[src/rtl/spu_fx_pkg.sv]
// spu_fx_pkg: opcode encodings, internal operation/element types and the opcode decoder
// shared by the SPU fixed-point pipe and its lane ALU.
package spu_fx_pkg;

  localparam logic [10:0] OPC_AH    = 11'b00011001000;
  localparam logic [10:0] OPC_A     = 11'b00011000000;
  localparam logic [10:0] OPC_SFH   = 11'b00001001000;
  localparam logic [10:0] OPC_SF    = 11'b00001000000;
  localparam logic [10:0] OPC_AND   = 11'b00011000001;
  localparam logic [10:0] OPC_ANDC  = 11'b01011000001;
  localparam logic [10:0] OPC_OR    = 11'b00001000001;
  localparam logic [10:0] OPC_ORC   = 11'b01011001001;
  localparam logic [10:0] OPC_XOR   = 11'b01001000001;
  localparam logic [10:0] OPC_NAND  = 11'b00011001001;
  localparam logic [10:0] OPC_NOR   = 11'b00001001001;
  localparam logic [10:0] OPC_CEQH  = 11'b01111001000;
  localparam logic [10:0] OPC_CEQ   = 11'b01111000000;
  localparam logic [10:0] OPC_CGTH  = 11'b01001001000;
  localparam logic [10:0] OPC_CGT   = 11'b01001000000;
  localparam logic [10:0] OPC_CLGTH = 11'b01011001000;
  localparam logic [10:0] OPC_CLGT  = 11'b01011000000;
  localparam logic [10:0] OPC_CLZ   = 11'b01010100101;

  localparam logic [7:0] OPC_AHI   = 8'b00011101;
  localparam logic [7:0] OPC_AI    = 8'b00011100;
  localparam logic [7:0] OPC_SFHI  = 8'b00001101;
  localparam logic [7:0] OPC_SFI   = 8'b00001100;
  localparam logic [7:0] OPC_ANDHI = 8'b00010101;
  localparam logic [7:0] OPC_ANDI  = 8'b00010100;
  localparam logic [7:0] OPC_ORHI  = 8'b00000101;
  localparam logic [7:0] OPC_ORI   = 8'b00000100;
  localparam logic [7:0] OPC_XORHI = 8'b01000101;
  localparam logic [7:0] OPC_XORI  = 8'b01000100;
  localparam logic [7:0] OPC_CEQHI = 8'b01111101;
  localparam logic [7:0] OPC_CEQI  = 8'b01111100;
  localparam logic [7:0] OPC_CGTHI = 8'b01001101;
  localparam logic [7:0] OPC_CGTI  = 8'b01001100;

  typedef enum logic [3:0] {
    OP_ADD, OP_SUB, OP_AND, OP_ANDC, OP_OR, OP_ORC, OP_XOR, OP_NAND, OP_NOR,
    OP_CEQ, OP_CGT, OP_CLGT, OP_CLZ, OP_ILLEGAL
  } fx_op_e;

  typedef enum logic {EM_HALF, EM_WORD} elem_mode_e;

  typedef struct packed {
    fx_op_e     op;
    elem_mode_e mode;
    logic       is_imm;
  } fx_dec_t;

  // RR encodings take priority; only then is the RI10 field in opc[10:3] considered.
  function automatic fx_dec_t fx_decode(input logic [10:0] opc);
    fx_dec_t d;
    d = '{op: OP_ILLEGAL, mode: EM_WORD, is_imm: 1'b0};
    case (opc)
      OPC_AH:    d = '{OP_ADD,  EM_HALF, 1'b0};
      OPC_A:     d = '{OP_ADD,  EM_WORD, 1'b0};
      OPC_SFH:   d = '{OP_SUB,  EM_HALF, 1'b0};
      OPC_SF:    d = '{OP_SUB,  EM_WORD, 1'b0};
      OPC_AND:   d = '{OP_AND,  EM_WORD, 1'b0};
      OPC_ANDC:  d = '{OP_ANDC, EM_WORD, 1'b0};
      OPC_OR:    d = '{OP_OR,   EM_WORD, 1'b0};
      OPC_ORC:   d = '{OP_ORC,  EM_WORD, 1'b0};
      OPC_XOR:   d = '{OP_XOR,  EM_WORD, 1'b0};
      OPC_NAND:  d = '{OP_NAND, EM_WORD, 1'b0};
      OPC_NOR:   d = '{OP_NOR,  EM_WORD, 1'b0};
      OPC_CEQH:  d = '{OP_CEQ,  EM_HALF, 1'b0};
      OPC_CEQ:   d = '{OP_CEQ,  EM_WORD, 1'b0};
      OPC_CGTH:  d = '{OP_CGT,  EM_HALF, 1'b0};
      OPC_CGT:   d = '{OP_CGT,  EM_WORD, 1'b0};
      OPC_CLGTH: d = '{OP_CLGT, EM_HALF, 1'b0};
      OPC_CLGT:  d = '{OP_CLGT, EM_WORD, 1'b0};
      OPC_CLZ:   d = '{OP_CLZ,  EM_WORD, 1'b0};
      default: begin
        case (opc[10:3])
          OPC_AHI:   d = '{OP_ADD, EM_HALF, 1'b1};
          OPC_AI:    d = '{OP_ADD, EM_WORD, 1'b1};
          OPC_SFHI:  d = '{OP_SUB, EM_HALF, 1'b1};
          OPC_SFI:   d = '{OP_SUB, EM_WORD, 1'b1};
          OPC_ANDHI: d = '{OP_AND, EM_HALF, 1'b1};
          OPC_ANDI:  d = '{OP_AND, EM_WORD, 1'b1};
          OPC_ORHI:  d = '{OP_OR,  EM_HALF, 1'b1};
          OPC_ORI:   d = '{OP_OR,  EM_WORD, 1'b1};
          OPC_XORHI: d = '{OP_XOR, EM_HALF, 1'b1};
          OPC_XORI:  d = '{OP_XOR, EM_WORD, 1'b1};
          OPC_CEQHI: d = '{OP_CEQ, EM_HALF, 1'b1};
          OPC_CEQI:  d = '{OP_CEQ, EM_WORD, 1'b1};
          OPC_CGTHI: d = '{OP_CGT, EM_HALF, 1'b1};
          OPC_CGTI:  d = '{OP_CGT, EM_WORD, 1'b1};
          default:   d = '{OP_ILLEGAL, EM_WORD, 1'b0};
        endcase
      end
    endcase
    return d;
  endfunction

endpackage

[src/rtl/spu_fx_alu.sv]
// spu_fx_alu: combinational SIMD lane ALU over halfword or word elements; no carries cross
// element boundaries.
module spu_fx_alu
  import spu_fx_pkg::*;
#(
  parameter int unsigned DATA_W = 128
) (
  input  fx_op_e            op,
  input  elem_mode_e        mode,
  input  logic [DATA_W-1:0] ra,
  input  logic [DATA_W-1:0] rb_or_imm,
  output logic [DATA_W-1:0] result
);

  localparam int unsigned NumHalf = DATA_W / 16;
  localparam int unsigned NumWord = DATA_W / 32;

  function automatic logic [31:0] lane(input fx_op_e fop, input logic [31:0] a,
                                       input logic [31:0] b);
    logic [31:0] r;
    r = '0;
    case (fop)
      OP_ADD:  r = a + b;
      OP_SUB:  r = b - a;
      OP_AND:  r = a & b;
      OP_ANDC: r = a & ~b;
      OP_OR:   r = a | b;
      OP_ORC:  r = a | ~b;
      OP_XOR:  r = a ^ b;
      OP_NAND: r = ~(a & b);
      OP_NOR:  r = ~(a | b);
      OP_CEQ:  r = {32{a == b}};
      OP_CGT:  r = {32{$signed(a) > $signed(b)}};
      OP_CLGT: r = {32{a > b}};
      OP_CLZ: begin
        r = 32'd32;
        for (int i = 0; i < 32; i++) begin
          if (a[i]) r = 32'(31 - i);
        end
      end
      default: r = '0;
    endcase
    return r;
  endfunction

  // Halfwords ride in the upper half of the 32-bit datapath so that wrap-around and both
  // signed and unsigned ordering behave exactly as on 16-bit values.
  always_comb begin
    result = '0;
    if (mode == EM_HALF) begin
      for (int i = 0; i < int'(NumHalf); i++) begin
        result[i*16 +: 16] = 16'(lane(op, {ra[i*16 +: 16], 16'h0000},
                                     {rb_or_imm[i*16 +: 16], 16'h0000}) >> 16);
      end
    end else begin
      for (int i = 0; i < int'(NumWord); i++) begin
        result[i*32 +: 32] = lane(op, ra[i*32 +: 32], rb_or_imm[i*32 +: 32]);
      end
    end
  end

endmodule

[src/rtl/spu_fx_pipe.sv]
// spu_fx_pipe: decode, ALU and LAT-deep writeback pipeline of the SPU even-pipe fixed-point unit.
// Define SPU_FX_FWD_EN to expose live per-stage valid/tag/data for forwarding.
module spu_fx_pipe
  import spu_fx_pkg::*;
#(
  parameter int unsigned DATA_W  = 128,
  parameter int unsigned LAT     = 2,
  parameter int unsigned RADDR_W = 7,
  parameter int unsigned OPC_W   = 11
) (
  input  logic                    clk,
  input  logic                    reset,
  input  logic                    issue_valid,
  input  logic                    flush,
  input  logic [OPC_W-1:0]        opcode,
  input  logic [DATA_W-1:0]       ra,
  input  logic [DATA_W-1:0]       rb,
  input  logic [9:0]              imm10,
  input  logic [RADDR_W-1:0]      rt_addr,
  output logic                    wb_valid,
  output logic [RADDR_W-1:0]      wb_rt_addr,
  output logic [DATA_W-1:0]       wb_data,
  output logic                    illegal_op,
  output logic [LAT-1:0]          stage_valid,
  output logic [LAT*RADDR_W-1:0]  stage_rt_addr,
  output logic [LAT*DATA_W-1:0]   stage_data
);

  fx_dec_t           dec;
  logic [DATA_W-1:0] imm_half, imm_word, operand_b, alu_res;
  logic              issue_ok, illegal_d, illegal_q;

  logic [LAT-1:0]     valid_d, valid_q;
  logic [RADDR_W-1:0] tag_d  [LAT];
  logic [RADDR_W-1:0] tag_q  [LAT];
  logic [DATA_W-1:0]  data_d [LAT];
  logic [DATA_W-1:0]  data_q [LAT];

  assign dec       = fx_decode(opcode[10:0]);
  assign imm_half  = {(DATA_W/16){{6{imm10[9]}}, imm10}};
  assign imm_word  = {(DATA_W/32){{22{imm10[9]}}, imm10}};
  assign operand_b = !dec.is_imm ? rb : ((dec.mode == EM_HALF) ? imm_half : imm_word);
  assign issue_ok  = issue_valid && !flush && (dec.op != OP_ILLEGAL);
  assign illegal_d = issue_valid && !flush && (dec.op == OP_ILLEGAL);

  spu_fx_alu #(
    .DATA_W (DATA_W)
  ) u_alu (
    .op        (dec.op),
    .mode      (dec.mode),
    .ra        (ra),
    .rb_or_imm (operand_b),
    .result    (alu_res)
  );

  // Payload registers load only behind a valid entry, so writeback values hold across bubbles
  // and flushes leave data untouched.
  always_comb begin
    valid_d = '0;
    tag_d   = tag_q;
    data_d  = data_q;
    if (issue_ok) begin
      valid_d[0] = 1'b1;
      tag_d[0]   = rt_addr;
      data_d[0]  = alu_res;
    end
    for (int k = 1; k < int'(LAT); k++) begin
      if (valid_q[k-1] && !flush) begin
        valid_d[k] = 1'b1;
        tag_d[k]   = tag_q[k-1];
        data_d[k]  = data_q[k-1];
      end
    end
  end

  always_ff @(posedge clk) begin
    if (reset) begin
      valid_q   <= '0;
      illegal_q <= 1'b0;
      for (int k = 0; k < int'(LAT); k++) begin
        tag_q[k]  <= '0;
        data_q[k] <= '0;
      end
    end else begin
      valid_q   <= valid_d;
      illegal_q <= illegal_d;
      tag_q     <= tag_d;
      data_q    <= data_d;
    end
  end

  assign wb_valid   = valid_q[LAT-1];
  assign wb_rt_addr = tag_q[LAT-1];
  assign wb_data    = data_q[LAT-1];
  assign illegal_op = illegal_q;

`ifdef SPU_FX_FWD_EN
  always_comb begin
    stage_valid   = valid_q;
    stage_rt_addr = '0;
    stage_data    = '0;
    for (int k = 0; k < int'(LAT); k++) begin
      stage_rt_addr[k*RADDR_W +: RADDR_W] = tag_q[k];
      stage_data[k*DATA_W +: DATA_W]      = data_q[k];
    end
  end
`else
  assign stage_valid   = '0;
  assign stage_rt_addr = '0;
  assign stage_data    = '0;
`endif

endmodule

[config.mk]
export PLATFORM = sky130hd
export DESIGN_NAME = spu_fx_pipe
export DESIGN_NICKNAME = d
export VERILOG_FILES = /design/src/rtl/spu_fx_pkg.sv /design/src/rtl/spu_fx_alu.sv /design/src/rtl/spu_fx_pipe.sv
export SDC_FILE = /design/constraint.sdc
export NUM_CORES = 2
export LEC_CHECK = 0
export CORE_AREA = 4 4 306 308
export DETAILED_ROUTE_END_ITERATION = 10
export DIE_AREA = 0 0 310 312
export GPL_ROUTABILITY_DRIVEN = 0
export GPL_TIMING_DRIVEN = 1
export PLACE_DENSITY = 0.85
export SLEW_MARGIN = 20
export SYNTH_ARGS = -nofsm -noshare
export SYNTH_HDL_FRONTEND = slang
export SYNTH_HIERARCHICAL = 1
export SYNTH_SLANG_ARGS = --single-unit
[constraint.sdc]
create_clock -name clk -period 4.8 [get_ports clk]
set_clock_uncertainty 0.1 [all_clocks]
set_input_delay 0.96 -clock clk [delete_from_list [all_inputs] [get_ports clk]]
set_output_delay 0.96 -clock clk [all_outputs]
set_load 0.02 [all_outputs]
==> results of run 1 <==
[logic make-up after synthesis]
family          count (synthesis)  synth area share (%)
xor+xnor                      117                  2.18
simple gates                 2324                  23.1
compound gates               2229                  31.4
buf+inv                      1269                  14.0
other cells                     1               0.00798
flops                         273                  11.6
fa+ha+maj                     537                  14.6
mux                           144                  3.07
[stage by stage]
stage | instance area [um^2] | instances | setup slack [ns] | setup TNS [ns]
floorplan | 48200 | 7165 | -0.185 | -0.390
global placement | 62300 | 9611 | -1.10 | -114.06
detailed placement | 62300 | 9611 | -1.40 | -135.97
CTS | 65300 | 9745 | 0.000431 | 0
[what timing repair did]
action / in CTS
hold buffers: 0
buffers inserted: 66
endpoints found under the setup margin: 128
cloned: 5
pin swaps: 101
resized for setup: 258
[layer usage]
layer,global-route usage (%),GRT overflow
met3,76.9,134
met4,72.5,174
met2,90.5,276
met1,80.1,99
met5,68.6,12
[synth_stat cells, types with 74 or more instances]
cell type and n:
nand2_1 875, a21oi_1 666, nor2_1 612, ha_1 520
o21ai_0 478, buf_4 421, inv_1 400, nand2b_1 320
clkbuf_1 278, dfxtp_1 273, mux2i_1 142, nor3_1 127
xnor2_1 100, a211oi_1 89, nand3_1 81, a21o_1 79
a2111oi_0 74
==> impl_metrics.env, run 1 <==
export IMPL_synth_area_um2=47000
export IMPL_cts_buffers=35
export IMPL_cts_sinks=273
export IMPL_htree_levels=2
export IMPL_gr_total_overflow=695
export IMPL_port_buffers=424
export IMPL_synth_largest_area_cell="ha_1"
export IMPL_error="[ERROR GRT-0232] Routing congestion too high. Check the congestion heatmap in the GUI."
export IMPL_synth_seq_area_share_pct=11.6
export IMPL_yosys_cell_types_count=127
export IMPL_cts_root_buf="clkbuf_16"
export IMPL_fp_row_count=111
export IMPL_dp_hpwl_um=185000
export IMPL_grt_use_total_pct=81.0
export IMPL_grt_max_degree=156
export IMPL_ys_warn_count=6
export IMPL_synthDominantCellAreaShare_pct=13.8
export IMPL_cts_buffer_depth=3
export IMPL_async_reset_ff_share_pct=0
export IMPL_pin_count=697
export IMPL_synth_ff_type="dfxtp_1"
export IMPL_syn_area_per_cell_um2=6.82
export IMPL_ys_ff_latch=273
export IMPL_die_y_um=312
export IMPL_status="did not finish"
export IMPL_synthCells=6894
export IMPL_synthTopCellsByArea="ha_1, dfxtp_1, a21oi_1"
export IMPL_failing_step="global routing (5_1_grt)"
export IMPL_die_x_um=310
export IMPL_start_util_pct=51.6
export IMPL_synth_enable_flop_cells=0
==> run 2: changes to the inputs <==
--- a/config.mk
+++ b/config.mk
@@ -5,12 +5,12 @@
 export SDC_FILE = /design/constraint.sdc
 export NUM_CORES = 2
 export LEC_CHECK = 0
-export CORE_AREA = 4 4 306 308
+export CORE_AREA = 4 4 348 350
 export DETAILED_ROUTE_END_ITERATION = 10
-export DIE_AREA = 0 0 310 312
+export DIE_AREA = 0 0 352 354
 export GPL_ROUTABILITY_DRIVEN = 0
 export GPL_TIMING_DRIVEN = 1
-export PLACE_DENSITY = 0.85
+export PLACE_DENSITY_LB_ADDON = 0.15
 export SLEW_MARGIN = 20
 export SYNTH_ARGS = -nofsm -noshare
 export SYNTH_HDL_FRONTEND = slang
==> constraint.sdc (replaced) <==
create_clock -name clk -period 6.2 [get_ports clk]
set_clock_uncertainty 0.1 [all_clocks]
set_input_delay 1.24 -clock clk [delete_from_list [all_inputs] [get_ports clk]]
set_output_delay 1.24 -clock clk [all_outputs]
set_load 0.02 [all_outputs]
==> impl_metrics.env, run 2 <==
export IMPL_syn_to_final_growth_pct=25.5
export IMPL_worstMarginPinSlew_ns=1.32
export IMPL_end_kind="flop"
export IMPL_ant_nets=0
export IMPL_fin_crit_ns=6.08
export IMPL_maxSlewViolCount=0
export IMPL_dieArea_um2=125000
export IMPL_htree_levels=2
export IMPL_yosys_top_cells_count="nand2_1, a21oi_1, nor2_1"
export IMPL_vias=55800
export IMPL_fmax_mhz=164
export IMPL_cts_hold_buf=0
export IMPL_max_slew_margin_rel_pct=11.7
export IMPL_drive_gt1_share_pct=16.0
export IMPL_antenna_found_initial=16
export IMPL_ys_warn_count=6
export IMPL_start_util_pct=39.9
export IMPL_cts_root_buf="clkbuf_16"
export IMPL_synthTopCellsByArea="ha_1, dfxtp_1, a21oi_1"
export IMPL_slowest_delay_ns=0.59
export IMPL_cts_buffer_depth=3
export IMPL_drc_errors=0
export IMPL_power_uw=8340
export IMPL_tritoncts="built"
export IMPL_crit_chain="clkdlybuf4s50_1 -> and2_1 -> o21ai_1 -> buf_4 -> nor2b_4 -> buf_12 -> nand2_2 -> buf_12 -> nand2_1 -> inv_1 -> ha_1 -> or4_1 -> nor2_1 -> buf_4 -> nand4_1 -> or3_1 -> nand4_2 -> buf_4 -> a31oi_1 -> o21ai_0 -> buf_4 -> nand2b_1 -> mux2i_1"
export IMPL_gr_total_overflow=0
export IMPL_fp_row_count=126
export IMPL_start_kind="input pin"
export IMPL_pin_count=697
export IMPL_fp_coreArea_um2=118000
export IMPL_crit_type="input pin to flop"
export IMPL_holdCritPathClass="flop to flop"
export IMPL_cts_sinks=273
export IMPL_drt_pass1_iter_count=7
export IMPL_yosys_cell_types_count=127
export IMPL_die_x_um=352
export IMPL_grt_first_pass_wirelength_um=335000
export IMPL_cp_num_buf_inv=8
export IMPL_powerDensity_nw_per_um2=141
export IMPL_crit_path_frequent_cell="buf_4"
export IMPL_fin_crit_sh_pct=98.1
export IMPL_nNetsFinal=8611
export IMPL_placed_cell_area_um2=57600
export IMPL_grt_pass1_vias=51900
export IMPL_port_buffers=424
export IMPL_synth_seq_area_share_pct=11.6
export IMPL_p_leak_uw=0.0254
export IMPL_finalSetupTns_ns=0
export IMPL_synthDominantCellAreaShare_pct=13.8
export IMPL_vias_per_cell=5.96
export IMPL_utilization_pct=50.1
export IMPL_synth_enable_flop_cells=0
export IMPL_hold_viol=0
export IMPL_synthCells=6894
export IMPL_finalSetupViolCount=0
export IMPL_grt_max_degree=155
export IMPL_syn_area_per_cell_um2=6.82
export IMPL_synth_ff_type="dfxtp_1"
export IMPL_final_area_um2=59000
export IMPL_cts_clk_slew_worst_paths_ns=0.06
export IMPL_drv_cap=0
export IMPL_synth_largest_area_cell="ha_1"
export IMPL_drt_initial_drc_count=7152
export IMPL_async_reset_ff_share_pct=0
export IMPL_crit_required_ns=6.62
export IMPL_ys_ff_latch=273
export IMPL_final_cell_mix="buf_4, nand2_1, a21oi_1"
export IMPL_wl_per_cell_um=24.5
export IMPL_grt_use_total_pct=34.5
export IMPL_rsz0062_at_grt="true"
export IMPL_status="completed"
export IMPL_layout_commonest_cell="buf_4"
export IMPL_worstSkewPairLatency_ns=0.61
export IMPL_cts_buffers=37
export IMPL_crit_family="simple AND/OR/NAND/NOR gates"
export IMPL_whs_ns=0.347
export IMPL_die_y_um=354
export IMPL_yosysMostFrequentCell="nand2_1"
export IMPL_critical_path_slowest_cell="or4_1"
export IMPL_post_cts_setup_buffer_count=0
export IMPL_ir_drop_v=0.000141
export IMPL_path_max_fanout=21
export IMPL_arrival_ns=6.50
export IMPL_synth_area_um2=47000
export IMPL_drt_total_wl_um=230000
export IMPL_dp_hpwl_um=181000
## run 2: cell type report
cell class              instances  area, um^2
diodes                         13        32.5
repair buffers               1437       12500
inverters                     413        1550
well taps                    1536        1920
fillers                     11900       58800
clock inverters                22         238
flip-flops and latches        273        5470
clock buffers                  45        1010
multi-input cells            5624       36200
## run 2: cells by family (layout without fill, tap and decap cells)
family	Yosys count	after routing	synth area share (%)
AOI/OAI and AO/OA	2229	2230	31.4
xor gates and xnor gates	117	117	2.18
and+or+nand+nor	2324	2324	23.1
muxes	144	144	3.07
buffers and inverters	1269	1917	14.0
DFF	273	273	11.6
adders and majority gates	537	537	14.6
other	1	285	0.00798
## run 2: metal layers
layer / GRT usage (%) / vias up / share of wire (%) / routed length (um)
met5: 0 / - / 0.0096 / 22
met4: 15.3 / 4 / 5.3 / 12200
met3: 12.3 / 662 / 14 / 31400
met2: 49.5 / 3735 / 40 / 90700
met1: 46.2 / 25900 / 41 / 95300
li1: - / 25500 / - / -
## run 2: power breakdown
| part | internal (uW) | total (uW) | switching, uW | leakage, uW |
|---|---|---|---|---|
| logic | 1750 | 4320 | 2570 | 0.0226 |
| clock network | 1300 | 2260 | 960 | 0.000609 |
| registers | 1760 | 1770 | 5.90 | 0.00220 |
## run 2: final timing paths
kind	slack, ns	depth (start not counted)	from	to
worst max register to register	4.15	5	valid_q[0]	wb_data[83]
worst min-delay path	0.35	2	data_q[175]	wb_data[47]
worst max-delay path	0.12	23	opcode[9]	data_q[196]
worst min register to register	0.35	2	data_q[175]	wb_data[47]
## run 2: tightest hold or removal path, delay by kind of cell (launching register included)
kind	cells	cell delay [ns]
flip-flops	1	0.31
AND/OR/NAND/NOR	1	0.05
AO/OA/AOI/OAI	1	0.05
## run 2: repair_timing
item,4_1_cts,5_1_grt
resized for setup,0,21
hold endpoints to repair,0,0
setup endpoints to repair,0,110
## run 2: stage by stage
stage / std cells / setup WS (ns)
CTS: 9349 / 0.0925
finish: 9363 / 0.119
global placement: 9282 / -0.538
global route: 9353 / 0.000508
detailed placement: 9282 / -0.551
floorplan: 7165 / 0.651
Note: power is estimated with default switching activity, not from simulation.
